==> src/rtl/sample_ram_arbiter.sv <==
// Arbitrates one single-port sample RAM between a buffered capture write stream
// and display reads; writes yield to reads until the buffer fills or ages out.
module sample_ram_arbiter #(
  parameter int FIFO_DEPTH = 4,
  parameter int MAX_WAIT   = 8
) (
  input  logic       clk,
  input  logic       reset,
  input  logic       wr_req,
  input  logic [8:0] wr_addr,
  input  logic [7:0] wr_data,
  input  logic       rd_req,
  input  logic [8:0] rd_addr,
  output logic       rd_ready,
  output logic       rd_valid,
  output logic [7:0] rd_data,
  output logic [8:0] ram_addr,
  output logic       ram_we,
  output logic [7:0] ram_wdata,
  input  logic [7:0] ram_rdata,
  output logic [4:0] fifo_count,
  output logic       draining
);

  localparam int PW = (FIFO_DEPTH > 1) ? $clog2(FIFO_DEPTH) : 1;

  typedef enum logic [0:0] {
    ST_NORMAL = 1'b0,
    ST_DRAIN  = 1'b1
  } state_t;

  logic [1:0]    rst_sync_r;
  logic          rst_n_s;
  state_t        state_r;
  state_t        state_nx_s;
  logic [16:0]   fifo_mem_r [FIFO_DEPTH];
  logic [PW-1:0] wr_ptr_r;
  logic [PW-1:0] rd_ptr_r;
  logic [4:0]    count_r;
  logic [4:0]    count_nx_s;
  logic [7:0]    wait_r;
  logic          rd_valid_r;
  logic [7:0]    rd_hold_r;
  logic [16:0]   head_s;
  logic          fifo_empty_s;
  logic          drain_trig_s;
  logic          drain_mode_s;
  logic          rd_ready_s;
  logic          rd_accept_s;
  logic          push_s;
  logic          pop_s;
  logic [8:0]    ram_addr_s;
  logic          ram_we_s;
  logic [7:0]    ram_wdata_s;

  // Reset synchroniser: assertion is immediate, release waits for two clock edges.
  always_ff @(posedge clk or negedge reset) begin
    if (!reset) begin
      rst_sync_r <= 2'b00;
    end else begin
      rst_sync_r <= {rst_sync_r[0], 1'b1};
    end
  end

  assign rst_n_s = rst_sync_r[1];

  // Mode selection, arbitration and RAM port muxing for the current cycle.
  always_comb begin
    fifo_empty_s = (count_r == 5'd0);
    head_s       = fifo_mem_r[rd_ptr_r];
    drain_trig_s = 1'b0;
    drain_mode_s = 1'b0;
    state_nx_s   = state_r;
    ram_addr_s   = 9'd0;
    ram_we_s     = 1'b0;
    ram_wdata_s  = 8'd0;

    // The drain decision is made combinationally so the triggering cycle already writes.
    if (!fifo_empty_s &&
        ((count_r == 5'(FIFO_DEPTH)) || (wait_r == 8'(MAX_WAIT)))) begin
      drain_trig_s = 1'b1;
    end else begin
      drain_trig_s = 1'b0;
    end

    case (state_r)
      ST_NORMAL: drain_mode_s = drain_trig_s;
      ST_DRAIN:  drain_mode_s = 1'b1;
      default:   drain_mode_s = 1'b1;
    endcase

    rd_ready_s  = rst_n_s & ~drain_mode_s;
    rd_accept_s = rd_req & rd_ready_s;
    pop_s       = rst_n_s & ~fifo_empty_s & ~rd_accept_s;
    push_s      = rst_n_s & wr_req;
    count_nx_s  = count_r + {4'd0, push_s} - {4'd0, pop_s};

    if (drain_mode_s && (count_nx_s != 5'd0)) begin
      state_nx_s = ST_DRAIN;
    end else begin
      state_nx_s = ST_NORMAL;
    end

    if (rd_accept_s) begin
      ram_addr_s  = rd_addr;
      ram_we_s    = 1'b0;
      ram_wdata_s = 8'd0;
    end else if (pop_s) begin
      ram_addr_s  = head_s[16:8];
      ram_we_s    = 1'b1;
      ram_wdata_s = head_s[7:0];
    end else begin
      ram_addr_s  = 9'd0;
      ram_we_s    = 1'b0;
      ram_wdata_s = 8'd0;
    end
  end

  // FSM state register.
  always_ff @(posedge clk or negedge rst_n_s) begin
    if (!rst_n_s) begin
      state_r <= ST_NORMAL;
    end else begin
      state_r <= state_nx_s;
    end
  end

  // Write-buffer storage; contents are don't-care while the pointers mark it empty.
  always_ff @(posedge clk) begin
    if (push_s) begin
      fifo_mem_r[wr_ptr_r] <= {wr_addr, wr_data};
    end
  end

  // Buffer pointers and occupancy; pointers wrap naturally at the power-of-two depth.
  always_ff @(posedge clk or negedge rst_n_s) begin
    if (!rst_n_s) begin
      wr_ptr_r <= {PW{1'b0}};
      rd_ptr_r <= {PW{1'b0}};
      count_r  <= 5'd0;
    end else begin
      if (push_s) begin
        wr_ptr_r <= wr_ptr_r + PW'(1);
      end
      if (pop_s) begin
        rd_ptr_r <= rd_ptr_r + PW'(1);
      end
      count_r <= count_nx_s;
    end
  end

  // Age of the head entry while reads keep it off the RAM port.
  always_ff @(posedge clk or negedge rst_n_s) begin
    if (!rst_n_s) begin
      wait_r <= 8'd0;
    end else if (fifo_empty_s || pop_s) begin
      wait_r <= 8'd0;
    end else if (wait_r != 8'hFF) begin
      wait_r <= wait_r + 8'd1;
    end
  end

  // Read response: valid one cycle after acceptance, data held between responses.
  always_ff @(posedge clk or negedge rst_n_s) begin
    if (!rst_n_s) begin
      rd_valid_r <= 1'b0;
      rd_hold_r  <= 8'd0;
    end else begin
      rd_valid_r <= rd_accept_s;
      if (rd_valid_r) begin
        rd_hold_r <= ram_rdata;
      end
    end
  end

  assign rd_ready   = rd_ready_s;
  assign rd_valid   = rd_valid_r;
  assign rd_data    = rd_valid_r ? ram_rdata : rd_hold_r;
  assign ram_addr   = ram_addr_s;
  assign ram_we     = ram_we_s;
  assign ram_wdata  = ram_wdata_s;
  assign fifo_count = count_r;
  assign draining   = drain_mode_s;

endmodule

==> config.mk <==
export PLATFORM = sky130hd
export DESIGN_NAME = sample_ram_arbiter
export DESIGN_NICKNAME = d
export VERILOG_FILES = /design/src/rtl/sample_ram_arbiter.sv
export SDC_FILE = /design/constraint.sdc
export NUM_CORES = 1
export LEC_CHECK = 0
export CORE_MARGIN = 10
export CORE_UTILIZATION = 45
export CTS_CLUSTER_SIZE = 20
export DETAILED_ROUTE_END_ITERATION = 12
export GPL_ROUTABILITY_DRIVEN = 0
export PLACE_DENSITY = 0.76
export SYNTH_ARGS = -nofsm -noshare
export SYNTH_HDL_FRONTEND = slang
export SYNTH_SLANG_ARGS = --single-unit
==> constraint.sdc <==
create_clock -name clk -period 7.7 [get_ports clk]
set_clock_uncertainty 0.2 [all_clocks]
set_input_delay 2.31 -clock clk [delete_from_list [all_inputs] [get_ports clk]]
set_output_delay 2.31 -clock clk [all_outputs]
set_load 0.005 [all_outputs]
==> run metrics, run 1 <==
status=finished clean; Final Cycle Share=roughly nine tenths; design area=around 5000 sq um; initial antenna violation count=0; async set-reset flop share out of synthesis=29.9%; syn avg cell area=between 15 and 20 sq um; Peak VDD IR=0.152 mV; Final ANT Viol Nets=0; CP Max Fanout=12; Chip Height=around 120 microns; Slew headroom=a little under two fifths; post-CTS sizing=0; CP bufs+invs=2; Pwr Total=around 1.7 mW; Tmin final=~6900 ps; Setup Buffers After CTS=0; synthesized cell area=a little over 4000 sq um; total grt overflow=0; Die ar.=around 13000 sq um; Synth Area in XOR/XNOR=2.12%; drt pass-1 iters=4; Mapped Cells=about 250; first-pass GRT wire length=13400 microns; Max Clk Rate=144 MHz; FP Rows=34; clk sinks=between 90 and 100; PortBufs=71; total CTS buffers=9; initial DRC count=roughly 110; chip width=between 100 and 150 microns; slowest stage cell, crit path=clkdlybuf4s50_1; simple-gate share of the synthesized area=between 7 and 8%; routed wire length=8240 microns; share of layout cells above drive strength 1=~17%; RSZ-0062 raised after global routing=false; commonest non-fill, non-tap cell in the layout=clkdlybuf4s50_1; maximum buffer depth of the clock tree=2; Sw Share=roughly 30%; worst skew pair latency=approximately 360 ps; vias in the first global route=roughly 2600; commonest cells after routing, fill and taps aside=clkdlybuf4s50_1, edfxtp_1, dfrtp_1; root buf cell=clkbuf_8; Residual DRC=0; final setup vio count=0; Worst-Margin Slew=949 ps; total global routing track utilization=~13%; Max-Cap Viols=0; Seq/Total Area, Yosys=66.9%; Starting Density=46.8%; Synth cell types=38; CTS Hold Buffers Added=0; top_reg_cell synth=edfxtp_1; YS warnings=0; fin. max-slew vios=0; H-Tree Depth=3; EDFF count, synth=68; TritonCTS clock tree=yes; Startpoint Class=input pin; Final Net Count=around 370; dpl hpwl=~5800 microns; Critical Path RT=5190 ps; max incr delay on CP=510 ps; ANT cells=0; Placement Cell Area=around 5000 sq um; Internal Power=roughly 1.2 mW; Psw=slightly below 0.5 mW; PwrDens=around 320 nW/um^2; Fin Setup TNS=0 ps; Avg WL per Cell=approximately 19 microns; part of the power in combinational logic=between 30% and 40%; largest family of logic cells by synthesized area=multiplexers; Top cell by count, worst path=clkdlybuf4s50_1; syn_nets=about 300; Fin. Hold Viols=0; part of the power in the clock network=between 10% and 20%; Layout Utilization=58.2%; post-synthesis mux area share=between 10% and 20%; I/O pins=72; Final Hold Slack=roughly 170 ps; largest net degree at the start of global routing=25; Worst Hold Class=flop to flop; CTS clk-pin slew, worst paths=80 ps; CP Capture Type=output pin; Area Overhead vs Synth=24.5%; core footprint=approximately 8800 sq um; Synth Area in Compound Gates=between 2 and 3%; adder-cell area share of the yosys netlist=under 10%; Vias=~2300; Lkg Pwr=approximately 1.9 nW; worst-path cell chain=clkdlybuf4s50_1 -> nor2b_1 -> o211ai_1 -> nand3_1 -> and2b_1 -> clkdlybuf4s50_1; CP Data Arrival Time=around 4400 ps; critical path class=input pin to output pin; routed vias/inst=about 5.3; Sequential Power Share=between 40 and 50%; Filler cells=~690; critical path's top delay family=simple AND/OR/NAND/NOR gates; FF+latch count, synth=97
==> area by class of cell <==
class	instances	area, sq um	share of cell area [%]
Clock buffer	10	128	2.48
Clock inverter	6	68.8	1.34
Inverter	10	37.5	0.728
Multi-Input combinational cell	131	1290	25.1
Sequential cell	97	2770	53.7
Tap cell	108	135	2.62
Timing Repair Buffer	73	726	14.1
==> power by group through the flow <==
stage / registers, mW / clock network [mW] / logic [mW]
finish: 0.750 / 0.323 / 0.592
global route: 0.765 / 0.355 / 0.651
CTS: 0.752 / 0.332 / 0.605
detailed placement: 0.763 / 0 / 0.601
global placement: 0.754 / 0 / 0.591
floorplan: 0.710 / 0 / 0.385
==> worst register-to-register path: stages (launching register included) <==
cell,delay [ps]
dfrtp_1,440
or4_1,580
o211ai_1,300
nand3_1,480
or2_2,530
fa_1,440
xor2_1,170
or3_1,330
o32a_1,290
==> sequential cells by signal, indices dropped and copies added (netlist names) <==
register,cells
fifo_mem_r,68
rd_hold_r,8
wait_r,8
fifo_count,5
rd_ptr_r,2
rst_sync_r,2
wr_ptr_r,2
rd_valid,1
state_r,1
==> worst paths after layout <==
kind | end | slack, ps | cells past startpoint | from
hold reg to reg | rst_sync_r[1] | 170 | 0 | rst_sync_r[0]
min in group asynchronous | state_r | 180 | 0 | rst_sync_r[1]
hold / removal | rst_sync_r[1] | 170 | 0 | rst_sync_r[0]
setup reg to reg | state_r | 3840 | 8 | wait_r[4]
setup / recovery | ram_wdata[0] | 750 | 6 | rd_req
max in group asynchronous | rst_sync_r[0] | 5280 | 1 | reset
==> synthesized netlist by cell type, drive strengths merged, types with 4 or more instances <==
master,instances,share of area [%]
buf,5,0.67
ha,11,3.3
nand2,5,0.45
nor2b,7,1.1
inv,10,0.91
and3,13,2.0
mux4,17,9.3
dfrtp,29,18
clkbuf,4,0.36
xnor2,5,1.1
xor2,5,1.1
nor2,10,0.91
mux2,18,4.9
edfxtp,68,49
==> logic make-up (layout without fill, tap and decap cells) <==
family	count (synthesis)	count (layout)
other	1	1
AO/OA/AOI/OAI	14	14
AND/OR/NAND/NOR	56	56
flip-flops	97	97
XOR/XNOR	10	10
buffers and inverters	19	99
adder cells (fa/ha/maj)	12	12
multiplexers	38	38
==> metal layers <==
layer	share of wire [%]	track usage (%)
met4	0.92	3.25
met2	48	20.9
met1	43	15.5
met3	7.7	5.22
met5	0	0
==> per-stage QoR <==
stage               setup WS, ps  instances
floorplan                   2140        247
global placement             751        419
detailed placement           769        419
CTS                          742        435
global route                 618        435
finish                       754        435
Power figures use the tool's default switching activity.
==> run 2: changes to the inputs <==
- RECOVER_POWER: default -> 50
==> run metrics, run 2 (synthesis gave the netlist of run 1 again) <==
reg2reg setup slack=3800 ps (was 3840 ps); Fin. Hold Viols=0 (unchanged); vias in the first global route=2570 (unchanged); initial DRC count=114 (was 105); Startpoint Class=input pin (unchanged); CP Capture Type=output pin (unchanged); ANT cells=0 (unchanged); largest net degree at the start of global routing=25 (unchanged); I/O pins=72 (unchanged); FP Rows=34 (unchanged); share of layout cells above drive strength 1=14.1% (was 16.8%); TritonCTS clock tree=yes (unchanged); fin. max-slew vios=0 (unchanged); RSZ-0062 raised after global routing=false (unchanged); dpl hpwl=5780 microns (unchanged); Lkg Pwr=1.91 nW (about the same); PortBufs=71 (unchanged); met2 Usage GRT=20.9% (unchanged); critical path class=input pin to output pin (unchanged); commonest non-fill, non-tap cell in the layout=edfxtp_1 (was clkdlybuf4s50_1); Residual DRC=0 (unchanged); clk sinks=97 (unchanged); Pwr Total=1.66 mW (about the same); Starting Density=46.8% (unchanged); Final ANT Viol Nets=0 (unchanged); post-CTS sizing=0 (unchanged); Slew headroom=19.6% (was 36.7%); root buf cell=clkbuf_8 (unchanged); Final Hold Slack=155 ps (was 165 ps); total CTS buffers=9 (unchanged); CTS Hold Buffers Added=0 (unchanged); Area Overhead vs Synth=24.1% (was 24.5%); Fin Setup TNS=0 ps (unchanged); commonest cells after routing, fill and taps aside=edfxtp_1, clkdlybuf4s50_1, dfrtp_1 (was clkdlybuf4s50_1, edfxtp_1, dfrtp_1); total global routing track utilization=12.8% (unchanged); CTS clk-pin slew, worst paths=90 ps (was 80 ps); Final Net Count=372 (unchanged); design area=5140 sq um (was 5150 sq um); routed vias/inst=5.33 (about the same); core footprint=8850 sq um (unchanged); Die ar.=13400 sq um (unchanged); initial antenna violation count=1 (was 0); final setup vio count=0 (unchanged); reg2reg end=state_r (unchanged); Peak VDD IR=0.151 mV (was 0.152 mV); Max-Cap Viols=0 (unchanged); Worst-Margin Slew=1200 ps (was 949 ps); first-pass GRT wire length=13400 microns (unchanged); Critical Path RT=5190 ps (about the same); H-Tree Depth=3 (unchanged); Filler cells=693 (was 691); GRT busiest layer=met2 (unchanged); CP Max Fanout=12 (unchanged); Max Clk Rate=142 MHz (was 144 MHz); PwrDens=322 nW/um^2 (was 323 nW/um^2); chip width=116 microns (unchanged); Setup Buffers After CTS=0 (unchanged); Worst Hold Class=flop to asynchronous set/reset pin (was flop to flop); drt pass-1 iters=4 (unchanged); Vias=2319 (was 2317); Top reg by flops=fifo_mem_r (unchanged); worst skew pair latency=360 ps (about the same); Layout Utilization=58.0% (was 58.2%); total grt overflow=0 (unchanged); Final Cycle Share=91.6% (was 90.2%); Critical R2R Launch=rst_sync_r[1] (was wait_r[4]); maximum buffer depth of the clock tree=2 (unchanged); met3 usage=5.22% (unchanged); status=finished clean (unchanged); routed wire length=8280 microns (was 8240 microns); Chip Height=116 microns (unchanged); Tmin final=7050 ps (was 6950 ps); Worst setup startpoint=rd_req (unchanged); CP Data Arrival Time=4540 ps (was 4440 ps); Largest register FFs=68 (unchanged); R2R depth=7 (was 8); met1 Use GR=15.5% (unchanged); Avg WL per Cell=19.0 microns (about the same); Top Registers=fifo_mem_r: 68 flops, rd_hold_r: 8 flops, wait_r: 8 flops (unchanged); Placement Cell Area=4960 sq um (unchanged)
[run 2: cell count changes in the layout (fill, tap and decap cells not counted), sizes merged]
| cell | previous run | this run |
|---|---|---|
| clkdlybuf4s50 | 71 | 50 |
| buf | 2 | 1 |
| dlygate4sd3 | 0 | 21 |
| clkbuf | 10 | 11 |
[run 2: critical path, stage by stage]
cell,delay (ps)
dlygate4sd3_1,530
nor2b_1,150
o211ai_1,160
nand3_1,480
and2b_1,390
clkdlybuf4s50_1,510
[run 2: power breakdown]
| part | switching, mW | internal [mW] | total, mW |
|---|---|---|---|
| Sequential | 0.0892 | 0.660 | 0.749 |
| Combinational | 0.229 | 0.354 | 0.582 |
| Clock | 0.172 | 0.151 | 0.324 |
| Total | 0.490 | 1.16 | 1.66 |
[run 2: through the flow]
step / setup WS, ps / cells
6_report: 648 / 435
5_1_grt: 512 / 435
4_1_cts: 742 / 435
3_5_place_dp: 769 / 419
3_3_place_gp: 751 / 419
2_1_floorplan: 2140 / 247
[run 2: worst max-delay path by stage]
| stage | slack [ps] | to | cells past startpoint |
|---|---|---|---|
| CTS | 740 | ram_wdata[0] | 6 |
| global placement | 750 | ram_wdata[0] | 6 |
| floorplan | 2140 | ram_wdata[1] | 5 |
| global route | 510 | ram_wdata[0] | 6 |
| detailed placement | 770 | ram_wdata[0] | 6 |
| finish | 650 | ram_wdata[0] | 6 |
[run 2: area by class of cell]
class	instances	area [sq um]	area share, %
clock inverter	6	68.8	1.34
clock buffer	10	128	2.48
timing repair buffer	73	722	14.1
inverter	10	37.5	0.731
sequential	97	2770	53.9
multi-input combinational	131	1280	24.9
tap	108	135	2.63
[run 2: metal layers]
| layer | wire, microns | vias up |
|---|---|---|
| met4 | 76 | 2 |
| met3 | 662 | 12 |
| li1 | - | 1087 |
| met2 | 4010 | 65 |
| met5 | 13 | - |
| met1 | 3510 | 1153 |
==> run 3: changes to the inputs <==
- ABC_AREA: default -> 0
- CORE_UTILIZATION: 45 -> 57
- PLACE_DENSITY: 0.76 -> 0.91
==> run metrics, run 3 (synthesis gave the netlist of run 1 again) <==
Avg WL per Cell=19.4 microns (was 19.0 microns); Max-Cap Viols=0 (unchanged); R2R depth=8 (was 7); first-pass GRT wire length=13400 microns (about the same); Placement Cell Area=4950 sq um (was 4960 sq um); reg2reg end=state_r (unchanged); initial DRC count=104 (was 114); Peak VDD IR=0.170 mV (was 0.151 mV); total grt overflow=0 (unchanged); Filler cells=459 (was 693); critical path class=input pin to output pin (unchanged); fin. max-slew vios=0 (unchanged); routed wire length=8270 microns (was 8280 microns); Max Clk Rate=143 MHz (was 142 MHz); CTS clk-pin slew, worst paths=90 ps (about the same); part of the power in combinational logic=34.4% (was 35.2%); total global routing track utilization=15.1% (was 12.8%); maximum buffer depth of the clock tree=2 (unchanged); RSZ-0062 raised after global routing=false (unchanged); TritonCTS clock tree=yes (unchanged); Lkg Pwr=1.94 nW (was 1.91 nW); CP Data Arrival Time=4510 ps (was 4540 ps); Setup Buffers After CTS=0 (unchanged); Pwr Total=1.73 mW (was 1.66 mW); placed instance count=410 (was 419); PwrDens=335 nW/um^2 (was 322 nW/um^2); I/O pins=72 (unchanged); PortBufs=71 (unchanged); Final Cycle Share=91.1% (was 91.6%); post-route insts no fill=426 (was 435); post-CTS sizing=0 (unchanged); largest net degree at the start of global routing=25 (unchanged); commonest non-fill, non-tap cell in the layout=edfxtp_1 (unchanged); total CTS buffers=9 (unchanged); dpl hpwl=5730 microns (was 5780 microns); ANT cells=0 (unchanged); Sequential Power Share=42.7% (was 45.3%); Final Net Count=372 (unchanged); Slew headroom=21.9% (was 19.6%); Final ANT Viol Nets=0 (unchanged); max incr delay on CP=520 ps (was 530 ps); worst-path cell chain=dlygate4sd3_1 -> nor2b_1 -> o211ai_1 -> nand3_1 -> and2b_1 -> clkdlybuf4s50_1 (unchanged); drt pass-1 iters=4 (unchanged); Critical Path RT=5190 ps (about the same); chip width=105 microns (was 116 microns); vias in the first global route=2589 (was 2570); Top Registers=fifo_mem_r: 68 flops, rd_hold_r: 8 flops, wait_r: 8 flops (unchanged); initial antenna violation count=0 (was 1); FP Rows=31 (was 34); slowest stage cell, crit path=dlygate4sd3_1 (unchanged); Fin. Hold Viols=0 (unchanged); Tmin final=7020 ps (was 7050 ps); CP Max Fanout=12 (unchanged); commonest cells after routing, fill and taps aside=edfxtp_1, clkdlybuf4s50_1, dfrtp_1 (unchanged); clk sinks=97 (unchanged); Critical R2R Launch=wait_r[4] (was rst_sync_r[1]); Startpoint Class=input pin (unchanged); core footprint=7140 sq um (was 8850 sq um); reg2reg setup slack=3820 ps (was 3800 ps); root buf cell=clkbuf_8 (unchanged); Worst-Margin Slew=1170 ps (was 1200 ps); part of the power in the clock network=22.9% (was 19.6%); Starting Density=58.0% (was 46.8%); design area=5180 sq um (was 5140 sq um); Die ar.=11100 sq um (was 13400 sq um); Chip Height=105 microns (was 116 microns); status=finished clean (unchanged); Internal Power=1.23 mW (was 1.16 mW); routed vias/inst=5.54 (was 5.33); H-Tree Depth=3 (unchanged); Area Overhead vs Synth=25.1% (was 24.1%); Vias=2362 (was 2319); critical path's top delay family=buffers and inverters (unchanged); CP Capture Type=output pin (unchanged); share of layout cells above drive strength 1=14.1% (unchanged); CTS Hold Buffers Added=0 (unchanged); Sw Share=28.9% (was 29.6%); CP bufs+invs=2 (unchanged); Fin Setup TNS=0 ps (unchanged); Top reg by flops=fifo_mem_r (unchanged); Largest register FFs=68 (unchanged); Residual DRC=0 (unchanged); final setup vio count=0 (unchanged); Psw=0.501 mW (was 0.490 mW); worst skew pair latency=360 ps (about the same); Worst Hold Class=flop to asynchronous set/reset pin (unchanged)
==> run 3: how the worst max path moves through the flow <==
stage	from	cells after the start	slack, ps	end
detailed placement	rd_req	6	780	ram_wdata[7]
global placement	rd_req	6	800	ram_wdata[0]
CTS	rd_req	6	760	ram_wdata[7]
finish	rd_req	6	680	ram_wdata[0]
floorplan	rd_req	5	2140	ram_wdata[1]
global route	rd_req	6	550	ram_wdata[7]
==> run 3: through the flow <==
stage               hold WS, ps  util (%)  worst slack, ps
finish                      106      72.5              683
global route                169      72.5              552
CTS                         122      72.8              762
detailed placement          121      69.3              777
global placement            101      69.3              799
floorplan                   131         -             2140
==> run 3: layer usage <==
metal / global-route usage [%] / vias to the layer above / part of all wire, %
met4: 4.31 / 0 / 1.4
met5: 0 / - / 0
met3: 4.63 / 10 / 5.1
met2: 25.4 / 71 / 50
met1: 18.3 / 1199 / 43
li1: - / 1082 / -
==> run 3: layout make-up <==
type / count / area, sq um / area share (%)
Sequential cell: 97 / 2770 / 53.5
Multi-Input combinational cell: 131 / 1280 / 24.7
Timing Repair Buffer: 73 / 722 / 13.9
Clock inverter: 7 / 125 / 2.42
Clock buffer: 9 / 124 / 2.39
Tap cell: 99 / 124 / 2.39
Inverter: 10 / 37.5 / 0.725
==> run 3: power by group through the flow <==
stage                     Clock, mW  Combinational, mW  Sequential [mW]
after global routing          0.424              0.654            0.757
final                         0.397              0.596            0.741
after CTS                     0.403              0.616            0.742
after global placement            0              0.592            0.745
after floorplan                   0              0.385            0.710
after detailed placement          0              0.611            0.753
